$ cat src/rtl/mem_byte_sequencer.sv
`default_nettype none
// mem_byte_sequencer: serialises 8/16/32-bit core loads/stores into little-endian byte
// accesses on a byte-wide RAM port, reassembles loads with extension, aborts on a stalled RAM.
module mem_byte_sequencer #(
  parameter int ADDR_WIDTH = 14,
  parameter int TIMEOUT    = 15
) (
  input  logic                  i_clk,
  input  logic                  i_rst_n,
  input  logic                  i_request,
  input  logic                  i_write,
  input  logic [1:0]            i_size,
  input  logic                  i_unsigned,
  input  logic [31:0]           i_address,
  input  logic [31:0]           i_data,
  output logic [31:0]           o_data,
  output logic                  o_done,
  output logic                  o_error,
  output logic                  o_busy,
  output logic                  o_ram_request,
  output logic                  o_ram_write,
  output logic [ADDR_WIDTH-1:0] o_ram_address,
  output logic [7:0]            o_ram_data,
  input  logic [7:0]            i_ram_data,
  input  logic                  i_ram_data_DV
);

  localparam int TW = (TIMEOUT > 0) ? $clog2(TIMEOUT + 1) : 1;

  typedef enum logic [1:0] {
    IDLE = 2'd0,
    REQ  = 2'd1,
    WAIT = 2'd2,
    DONE = 2'd3
  } state_t;

  state_t                state, state_n;
  logic [ADDR_WIDTH-1:0] base, base_n;
  logic [31:0]           wdata, wdata_n;
  logic [31:0]           asm_q, asm_n;
  logic [1:0]            size_q, size_n;
  logic                  write_q, write_n;
  logic                  unsigned_q, unsigned_n;
  logic [1:0]            k, k_n;
  logic [TW-1:0]         tcnt, tcnt_n, tcnt_inc;
  logic                  err, err_n;
  logic                  go_req, go_done;

  logic [31:0]           data_n;
  logic                  done_n, error_n, busy_n, rreq_n, rwr_n;
  logic [ADDR_WIDTH-1:0] raddr_n;
  logic [7:0]            rdata_n;

  function automatic logic [1:0] last_idx(input logic [1:0] sz);
    case (sz)
      2'd0:    last_idx = 2'd0;
      2'd1:    last_idx = 2'd1;
      default: last_idx = 2'd3;
    endcase
  endfunction

  function automatic logic [31:0] extend(input logic [31:0] v, input logic [1:0] sz,
                                         input logic uns);
    case (sz)
      2'd0:    extend = {{24{v[7] & ~uns}}, v[7:0]};
      2'd1:    extend = {{16{v[15] & ~uns}}, v[15:0]};
      default: extend = v;
    endcase
  endfunction

  assign tcnt_inc = tcnt + TW'(1);

  generate
    if (ADDR_WIDTH < 32) begin : g_addr_unused
      logic unused_addr_bits;
      assign unused_addr_bits = ^i_address[31:ADDR_WIDTH];
    end
  endgenerate

  always_comb begin
    state_n    = state;
    base_n     = base;
    wdata_n    = wdata;
    asm_n      = asm_q;
    size_n     = size_q;
    write_n    = write_q;
    unsigned_n = unsigned_q;
    k_n        = k;
    tcnt_n     = tcnt;
    err_n      = err;
    go_req     = 1'b0;
    go_done    = 1'b0;
    data_n     = o_data;
    done_n     = 1'b0;
    error_n    = 1'b0;
    rreq_n     = 1'b0;
    rwr_n      = 1'b0;
    raddr_n    = o_ram_address;
    rdata_n    = o_ram_data;

    case (state)
      IDLE: begin
        if (i_request) begin
          base_n     = i_address[ADDR_WIDTH-1:0];
          wdata_n    = i_data;
          size_n     = i_size;
          write_n    = i_write;
          unsigned_n = i_unsigned;
          asm_n      = '0;
          err_n      = 1'b0;
          k_n        = 2'd0;
          go_req     = 1'b1;
        end
      end
      REQ: begin
        tcnt_n  = '0;
        state_n = WAIT;
      end
      WAIT: begin
        if (i_ram_data_DV) begin
          if (!write_q) asm_n[{k, 3'b000} +: 8] = i_ram_data;
          if (k == last_idx(size_q)) begin
            go_done = 1'b1;
          end else begin
            k_n    = k + 2'd1;
            go_req = 1'b1;
          end
        end else if (TIMEOUT != 0) begin
          if (tcnt_inc == TW'(TIMEOUT)) begin
            err_n   = 1'b1;
            go_done = 1'b1;
          end else begin
            tcnt_n = tcnt_inc;
          end
        end
      end
      DONE: state_n = IDLE;
      default: state_n = IDLE;
    endcase

    // Outputs are loaded on entry to REQ/DONE so they are valid for that whole cycle.
    if (go_req) begin
      state_n = REQ;
      rreq_n  = 1'b1;
      rwr_n   = write_n;
      raddr_n = base_n + ADDR_WIDTH'(k_n);
      rdata_n = wdata_n[{k_n, 3'b000} +: 8];
    end
    if (go_done) begin
      state_n = DONE;
      done_n  = 1'b1;
      error_n = err_n;
      if (!write_q && !err_n) data_n = extend(asm_n, size_q, unsigned_q);
    end
    busy_n = (state_n != IDLE);
  end

  always_ff @(posedge i_clk or negedge i_rst_n) begin
    if (!i_rst_n) begin
      state         <= IDLE;
      base          <= '0;
      wdata         <= '0;
      asm_q         <= '0;
      size_q        <= 2'd0;
      write_q       <= 1'b0;
      unsigned_q    <= 1'b0;
      k             <= 2'd0;
      tcnt          <= '0;
      err           <= 1'b0;
      o_data        <= '0;
      o_done        <= 1'b0;
      o_error       <= 1'b0;
      o_busy        <= 1'b0;
      o_ram_request <= 1'b0;
      o_ram_write   <= 1'b0;
      o_ram_address <= '0;
      o_ram_data    <= '0;
    end else begin
      state         <= state_n;
      base          <= base_n;
      wdata         <= wdata_n;
      asm_q         <= asm_n;
      size_q        <= size_n;
      write_q       <= write_n;
      unsigned_q    <= unsigned_n;
      k             <= k_n;
      tcnt          <= tcnt_n;
      err           <= err_n;
      o_data        <= data_n;
      o_done        <= done_n;
      o_error       <= error_n;
      o_busy        <= busy_n;
      o_ram_request <= rreq_n;
      o_ram_write   <= rwr_n;
      o_ram_address <= raddr_n;
      o_ram_data    <= rdata_n;
    end
  end

endmodule
`default_nettype wire

$ cat config.mk
export PLATFORM = sky130hd
export DESIGN_NAME = mem_byte_sequencer
export DESIGN_NICKNAME = d
export VERILOG_FILES = /design/src/rtl/mem_byte_sequencer.sv
export SDC_FILE = /design/constraint.sdc
export NUM_CORES = 1
export LEC_CHECK = 0
export ABC_AREA = 1
export CAP_MARGIN = 20
export CORE_ASPECT_RATIO = 0.9
export CORE_UTILIZATION = 25
export CTS_CLUSTER_DIAMETER = 150
export DETAILED_ROUTE_END_ITERATION = 10
export PLACE_DENSITY_LB_ADDON = 0.25
export SKIP_CTS_REPAIR_TIMING = 1
export SLEW_MARGIN = 30
export SYNTH_ARGS = -nofsm -noshare
export SYNTH_HDL_FRONTEND = slang
export SYNTH_SLANG_ARGS = --single-unit
$ cat constraint.sdc
create_clock -name i_clk -period 6.68 [get_ports i_clk]
set_input_delay 1.336 -clock i_clk [delete_from_list [all_inputs] [get_ports i_clk]]
set_output_delay 1.336 -clock i_clk [all_outputs]
set_load 0.05 [all_outputs]
After elaboration in Yosys (flattened, before gate mapping)
Index checks and enable logic that the tools add are counted.
Widths: inputs -> output; s select.
{"block": "word_totals", "register_bits": 150, "output_inout_bits": 59, "word_cells": 87, "in_bits": 80}
{"block": "classes", "n_bitwise": 3, "eq_ne": 8, "add_sub_neg": 4, "shift": 3, "mux": 41, "reduce_logical": 10}
{"cell": "$mux 32", "count": 5}
{"cell": "$pmux 32 s2", "count": 2}
{"cell": "$bwmux 32", "count": 1}
{"cell": "$shift 8x7->32 const A", "count": 1}
{"cell": "$shiftx 32x6->8", "count": 1}
{"cell": "$shiftx 8x7->32", "count": 1}
{"cell": "$mux 14", "count": 2}
{"cell": "$mux 1", "count": 16}
{"cell": "$add 14x2->14", "count": 1}
{"cell": "$mux 2", "count": 7}
{"cell": "$pmux 2 s2", "count": 3}
{"cell": "$mux 4", "count": 2}
{"cell": "$pmux 4 s2", "count": 1}
{"cell": "$neg 5->7", "count": 1}
{"cell": "$add 4x1->4 const B", "count": 1}
{"cell": "$eq 2x1->1 const B", "count": 2}
{"cell": "$eq 2x2->1 const B", "count": 2}
{"cell": "$eq 4x4->1 const B", "count": 1}
{"cell": "$logic_not 2->1", "count": 2}
{"cell": "$ne 2x2->1 const B", "count": 2}
{"cell": "$pmux 1 s2", "count": 2}
{"cell": "$reduce_and 2->1", "count": 2}
{"cell": "$reduce_bool 2->1", "count": 2}
{"cell": "$reduce_and 3->1", "count": 1}
{"cell": "other kinds (6)", "count": 8}

Logic depth before layout (Yosys ltp)
Gate-level depths: netlist of the first run.
{"block": "depth", "word_depth": 11, "ltp_mapped": 21, "ltp_nobuf": 20}

Least setup slack after synthesis of the first run
No wires, ideal clock.
{"block": "synth_path", "kind": "input-to-reg", "from": "in i_ram_data_DV", "to": "reg o_ram_address[12]", "setup_ns": 0.118, "t_arrival_ns": 3.027, "required_ns": 6.562, "slack_ns": 3.536, "path_stages": 14, "n_path_buf": 2, "path_cell_list": "buf_4 nand2_1 a21oi_1 nand2_1 nand2_4 buf_6 ha_1 fa_1 nand2_1 nor2_2 nand3_1 nand2_1 nand3_1 nand2_1"}
{"block": "synth_via", "elab_chain_cells": 3, "word_cells_on_any_way": 5, "cone_classes": "1 x add/sub; 4 x mux"}
{"item": "start: declaration", "line_no": "25", "rtl": "input logic i_ram_data_DV"}
{"item": "$mux 2", "line_no": "120", "rtl": "if (i_ram_data_DV) begin"}
{"item": "$pmux 2 s2", "line_no": "101", "rtl": "case (state)"}
{"item": "net k_n[0]", "line_no": "44", "rtl": "logic [1:0] k, k_n;"}
{"item": "$add 14x2->14", "line_no": "146", "rtl": "raddr_n = base_n + ADDR_WIDTH'(k_n);"}
{"item": "end signal: assignment", "line_no": "195", "rtl": "o_ram_address <= raddr_n;"}
{"item": "end: declaration", "line_no": "22", "rtl": "output logic [ADDR_WIDTH-1:0] o_ram_address,"}
The timed path passes the listed nets, and every way through them passes these cells.
A chain may end at the register's enable or synchronous reset.

Worst setup path in the final report of the first run
{"block": "layout_path", "from": "in i_ram_data_DV", "to": "reg o_ram_address[12]"}
{"block": "layout_via", "elab_chain_cells": 3, "word_cells_on_any_way": 5, "cone_classes": "1 x add/sub; 4 x mux"}
{"item": "$mux 2", "line_no": "120"}
{"item": "$pmux 2 s2", "line_no": "101"}
{"item": "$add 14x2->14", "line_no": "146"}
Parallel ways exist; a longest one is shown, timed or not.

==> results of run 1 <==
area by class of cell:
cell class | count | share of cell area
timing repair buffer | 124 | 0.131
tap | 396 | 0.0523
clock inverter | 14 | 0.0235
antenna | 1 | 0.000264
multi-input combinational | 700 | 0.334
clock buffer | 18 | 0.0453
sequential | 150 | 0.396
inverter | 42 | 0.0170
power by group through the flow:
stage	combinational (mW)	sequential, mW	clock [mW]
finish	1.59	1.28	1.07
global route	1.80	1.32	1.14
CTS	1.62	1.29	1.10
detailed placement	1.61	1.30	0
global placement	1.60	1.30	0
floorplan	0.960	1.50	0
worst paths after layout:
path / end / from / depth (start not counted)
max: o_ram_address[12]$_DFFE_PN0P_ / i_ram_data_DV / 12
min: o_data[2]$_DFFE_PN0P_ / o_data[2]$_DFFE_PN0P_ / 2
max reg2reg: o_ram_address[12]$_DFFE_PN0P_ / state[0]$_DFF_PN0_ / 13
min reg2reg: o_data[2]$_DFFE_PN0P_ / o_data[2]$_DFFE_PN0P_ / 2
max in group asynchronous: base[2]$_DFF_PN0_ / i_rst_n / 2
min in group asynchronous: asm_q[9]$_DFF_PN0_ / i_rst_n / 1
cells in the mapped netlist (2+ instances only):
cell type  instances  share of area
nor2_1            23          0.012
nand2_1          496           0.25
nor2_2             6         0.0051
o21ai_1            3         0.0020
nand3_2            6         0.0082
buf_6              9          0.014
nand2_2           24          0.020
a22o_1             7         0.0084
nand2_4            5         0.0077
xnor2_1            2         0.0024
xor2_1             2         0.0024
nand4_1           14          0.012
o211ai_1           2         0.0020
inv_2              5         0.0026
buf_2             16          0.011
a21oi_1            3         0.0020
inv_1             34          0.017
buf_4              8         0.0082
o21ai_0           14         0.0095
ha_1              13          0.022
dfrtp_1          150           0.51
a31oi_1            2         0.0017
nor2_4             2         0.0031
a21boi_0           3         0.0031
nand3_1           67          0.046
cell usage in the layout, fill, tap and decap left out, drive strengths merged:
cell	Yosys	routed
a21boi	3	3
a21oi	3	3
a22o	7	7
a31oi	2	2
buf	35	5
bufinv	0	5
clkbuf	1	18
clkdlybuf4s50	0	119
clkinv	2	6
clkinvlp	0	2
dfrtp	150	150
diode	0	1
fa	1	1
ha	13	13
inv	40	43
nand2	525	525
nand3	73	73
nand3b	1	1
nand4	14	14
nor2	31	31
nor3	1	1
o211ai	2	2
o21ai	17	17
o21bai	1	1
or2	2	2
xnor2	2	2
xor2	2	2
routing by layer:
metal	part of all wire	track usage	vias to the layer above
li1	-	-	3128
met1	0.48	0.191	2901
met2	0.45	0.226	149
met3	0.055	0.0364	19
met4	0.0099	0.0351	2
met5	0.00065	0	-
logic make-up (layout without fill, tap and decap cells):
kind of cell | Yosys count | after routing
buffers and inverters | 78 | 198
XOR/XNOR | 4 | 4
other | 0 | 1
adder cells (fa/ha/maj) | 14 | 14
flip-flops | 150 | 150
AO/OA/AOI/OAI | 35 | 35
AND/OR/NAND/NOR | 647 | 647
critical path: cells and delay by family:
kind / cells / cell delay [ns]
and+or+nand+nor: 8 / 1.68
buffers and inverters: 1 / 0.67
adders and majority gates: 2 / 0.45
AOI/OAI and AO/OA: 1 / 0.14
flip-flops by register name, summed over array words and instances, names as in the netlist, 2 cells and up:
signal and flops:
asm_q 32, o_ram_address 14, o_ram_data 8, base 14, size_q 2, state 2
tcnt 4, k 2, o_data 32, wdata 32
through the flow:
stage / cell area (um^2) / power, mW / hold WS (ns)
2_1_floorplan: 7340 / 2.46 / 0.438
3_3_place_gp: 8800 / 2.90 / 0.452
3_5_place_dp: 8810 / 2.91 / 0.458
4_1_cts: 9460 / 4.01 / 0.474
5_1_grt: 9470 / 4.26 / 0.489
6_report: 9470 / 3.95 / 0.468
==> impl_metrics.tcl, run 1 <==
set metrics [dict create \
    ctsRootBufferMaster "clkbuf_16" \
    synthToLayoutAreaGrowth_pct 29.0 \
    pre_cts_ws_ns 2.31 \
    path_class "input pin to flop" \
    first_iter_violations 365 \
    grt_pass1_wl_um 33200 \
    layout_setup_ws_ns 2.72 \
    synth_nets 1022 \
    final_core_util 0.328 \
    synthCells 928 \
    clk_path_buf_depth 2 \
    gp_congestion 0.819 \
    seq_area_um2 3750 \
    netSwitchingPower_mw 1.65 \
    multi_input_area_um2 3160 \
    cp.arrival_ns 4.28 \
    syn_area_per_cell_um2 7.91 \
    die_y_um 165 \
    synth-async-reset-ratio 1.00 \
    status "finished, final reports clean" \
    max_stage_delay_ns 0.67 \
    cp_slowest_cell "clkdlybuf4s50_1" \
    setup_viol 0 \
    synth_edf_count 0 \
    grt_max_degree 75 \
    intPower_mw 2.30 \
    synth-compound-area-share 0.0298 \
    hold_viol_final 0 \
    synthFlopType "dfrtp_1" \
    vias 6199 \
    drc 0 \
    critPathMaxFanout 18 \
    p_leak_nw 4.84 \
    layout.nets 1129 \
    swShare 0.417 \
    combPwrFrac 0.403 \
    drive_gt1_frac 0.0849 \
    reg2reg_slack_ns 3.23 \
    initial_core_util 0.254 \
    dieArea_um2 30000 \
    ios 139 \
    overflow 0 \
    cts_buffers 17 \
    syn_area_um2 7340 \
    rsz0062_at_grt "false" \
    die_w_um 183 \
    pwr-share-seq 0.325 \
    tns_ns 0 \
    fin_skew_ns 0.0104 \
    path_clk_slew_ns 0.07 \
    period_share 0.593 \
    synth_top_family_by_area "simple AND/OR/NAND/NOR gates" \
    relSlewSlack 0.509 \
    ys_ff_latch 150 \
    hpwl_um 13700 \
    grt_pass1_vias 6173 \
    drv_slew 0 \
    drv_cap 0 \
    seq_area_frac_synth 0.512 \
    routed_wl_um 19900 \
    final_cells 1445 \
    grt_use_total 0.142 \
    end_kind "flop" \
    muxShareOfSynthArea 0 \
    worstPathRequired_ns 7.00 \
    hold_path_class "flop to flop" \
    rows 59 \
    ys_types 37 \
    wl_per_cell_um 13.7 \
    cp_cell_sequence "clkdlybuf4s50_1, nand2_1, a21oi_1, nand2_1, nand2_4, ha_1, fa_1, nand2_1, nor2_2, nand4_1, nand3_1, nand2_1" \
    fin_crit_ns 3.96 \
    cpMostUsedCell "nand2_1" \
    vias_per_cell 4.29 \
    num-fill-cells 3044 \
    cts_tree "built" \
    postRouteAntennaNets 0 \
    power_density_nw_per_um2 417 \
    clkPwrFrac 0.272 \
    clock_latency_ns 0.43 \
    synth_warnings 0 \
    port_buffers 120 \
    worstMarginPinSlew_ns 0.735 \
    ir_drop_v 0.000226 \
    cts_max_level 4 \
    fmax_ghz 0.252 \
    dp.cells 1412 \
    antenna_found_initial 2 \
    synth_fa_ha_area_frac 0.0249 \
    clock_sinks 150 \
    core_um2 28900 \
    yosys.area_share.simple 0.371 \
    synth-xor-area-share 0.00477 \
    startpoint_type "input pin" \
    dr.pass1.iters 5 \
]
(Power assumes the default switching activity.)
==> run 2: changes to the inputs <==
- clock period: 6.68 -> 4.1 ns (I/O delays scaled with it)
==> impl_metrics.tcl, run 2 (synthesis results as in run 1) <==
set metrics [dict create \
    final_core_util 0.328 \
    rsz0062_at_grt "false" \
    grt_max_degree 90 \
    r2r-start "k[0]$_DFF_PN0_" \
    combPwrFrac 0.419 \
    overflow 0 \
    synthToLayoutAreaGrowth_pct 28.9 \
    port_buffers 120 \
    seq_area_um2 3750 \
    end_kind "flop" \
    dieArea_um2 30000 \
    drv_slew 0 \
    fin_crit_ns 3.12 \
    total_power_mw 6.31 \
    period_share 0.761 \
    cts_tree "built" \
    worstMarginPinSlew_ns 0.782 \
    hold_path_class "input pin to asynchronous set/reset pin" \
    gp_congestion 0.827 \
    setup_viol 0 \
    dpl_cell_area_um2 8850 \
    grt_use_total 0.141 \
    startpoint_type "flop" \
    dr.pass1.iters 5 \
    die_w_um 183 \
    path_buf_inv 2 \
    mostFrequentLayoutCell "nand2_1" \
    drc 0 \
    netSwitchingPower_mw 2.68 \
    wl_per_cell_um 13.8 \
    cp_slowest_cell "dfrtp_1" \
    worstPathRequired_ns 4.47 \
    cp.arrival_ns 3.49 \
    swShare 0.425 \
    mostFrequentLayoutCells "nand2_1 (495), dfrtp_1 (150), clkdlybuf4s50_1 (119), nand3_1 (67), inv_1 (34)" \
    ir_drop_v 0.000320 \
    reg2reg_slack_ns 0.98 \
    layout.nets 1134 \
    path_clk_slew_ns 0.07 \
    fin_skew_ns 0.0103 \
    largestRegisters "asm_q: 32 flops, o_data: 32 flops, wdata: 32 flops" \
    first_iter_violations 346 \
    pwr-share-seq 0.327 \
    drv_cap 0 \
    crit_family "simple AND/OR/NAND/NOR gates" \
    ctsRootBufferMaster "clkbuf_16" \
    path_class "flop to flop" \
    tns_ns 0 \
    power_density_nw_per_um2 667 \
    hpwl_um 13800 \
    cpMostUsedCell "nand2_1" \
    ios 139 \
    cts_buffers 17 \
    routed_wl_um 20000 \
    clock_latency_ns 0.43 \
    multi_input_area_um2 3160 \
    core_um2 28900 \
    die_y_um 165 \
    intPower_mw 3.63 \
    clkPwrFrac 0.253 \
    p_leak_nw 4.85 \
    clock_sinks 150 \
    fin_area_um2 9460 \
    grt_pass1_vias 6179 \
    initial_core_util 0.254 \
    status "finished, final reports clean" \
    hold_viol_final 0 \
    max_stage_delay_ns 0.64 \
    num-fill-cells 3163 \
    grt_pass1_wl_um 32900 \
    critPathMaxFanout 13 \
    fmax_ghz 0.320 \
    layout_setup_ws_ns 0.979 \
    postRouteAntennaNets 0 \
    cts_max_level 4 \
    antenna_found_initial 3 \
    vias_per_cell 4.22 \
    clk_path_buf_depth 2 \
    relSlewSlack 0.479 \
    drive_gt1_frac 0.0893 \
    vias 6121 \
    r2r_cells 13 \
    timing.rr.end "o_ram_address[7]$_DFFE_PN0P_" \
    pre_cts_ws_ns 0.572 \
    cp_cell_sequence "inv_1, ha_1, nand3_2, nand2_2, ha_1, a21oi_1, inv_1, nand2_2, nor2_4, nand2_1, xnor2_1, nand2_1, nand2_1" \
    rows 59 \
]
## run 2: cell types whose count changed in the layout (fill, tap and decap cells not counted), sizes merged
cell	delta
clkbuf	+2
buf	+4
clkinvlp	+1
clkinv	+1
bufinv	-3
## run 2: worst max path at each step
stage,cells after the start,slack [ns],startpoint,endpoint
after floorplan,14,1.47,i_ram_data_DV,o_ram_address[12]$_DFFE_PN0P_
after global placement,17,0.59,i_ram_data_DV,o_ram_address[7]$_DFFE_PN0P_
after detailed placement,17,0.57,i_ram_data_DV,o_ram_address[7]$_DFFE_PN0P_
after CTS,13,0.97,k[0]$_DFF_PN0_,o_ram_address[7]$_DFFE_PN0P_
after global routing,20,0.65,state[0]$_DFF_PN0_,o_ram_address[7]$_DFFE_PN0P_
final,13,0.98,k[0]$_DFF_PN0_,o_ram_address[7]$_DFFE_PN0P_
## run 2: worst reg2reg max path: stages (launching register included)
cell and delay (ns):
dfrtp_1 0.64, inv_1 0.26, ha_1 0.53, nand3_2 0.30, nand2_2 0.32, ha_1 0.29, a21oi_1 0.13, inv_1 0.06
nand2_2 0.12, nor2_4 0.07, nand2_1 0.09, xnor2_1 0.13, nand2_1 0.07, nand2_1 0.06
## run 2: final cells by class
class                   count  area share
diodes                      1    0.000265
clock buffers              19      0.0479
clock inverters            13      0.0156
inverters                  42      0.0171
multi-input cells         700       0.334
flip-flops and latches    150       0.397
well taps                 396      0.0524
repair buffers            129       0.136
## run 2: layer usage
layer	GRT usage	vias up	wire, um
li1	-	3140	-
met1	0.191	2822	9780
met2	0.227	137	9040
met3	0.0342	18	958
met4	0.0355	4	148
met5	0	-	26
## run 2: power by group through the flow
stage	Combinational [mW]	Sequential [mW]	Clock, mW
CTS	2.69	2.07	1.65
global route	2.99	2.11	1.70
finish	2.65	2.07	1.60
floorplan	1.56	2.44	0
detailed placement	2.68	2.09	0
global placement	2.66	2.09	0
## run 2: through the flow
step | cells | hold slack (ns)
final | 1450 | 0.440
after global routing | 1449 | 0.485
after CTS | 1449 | 0.474
after detailed placement | 1417 | 0.458
after global placement | 1417 | 0.452
after floorplan | 928 | 0.438
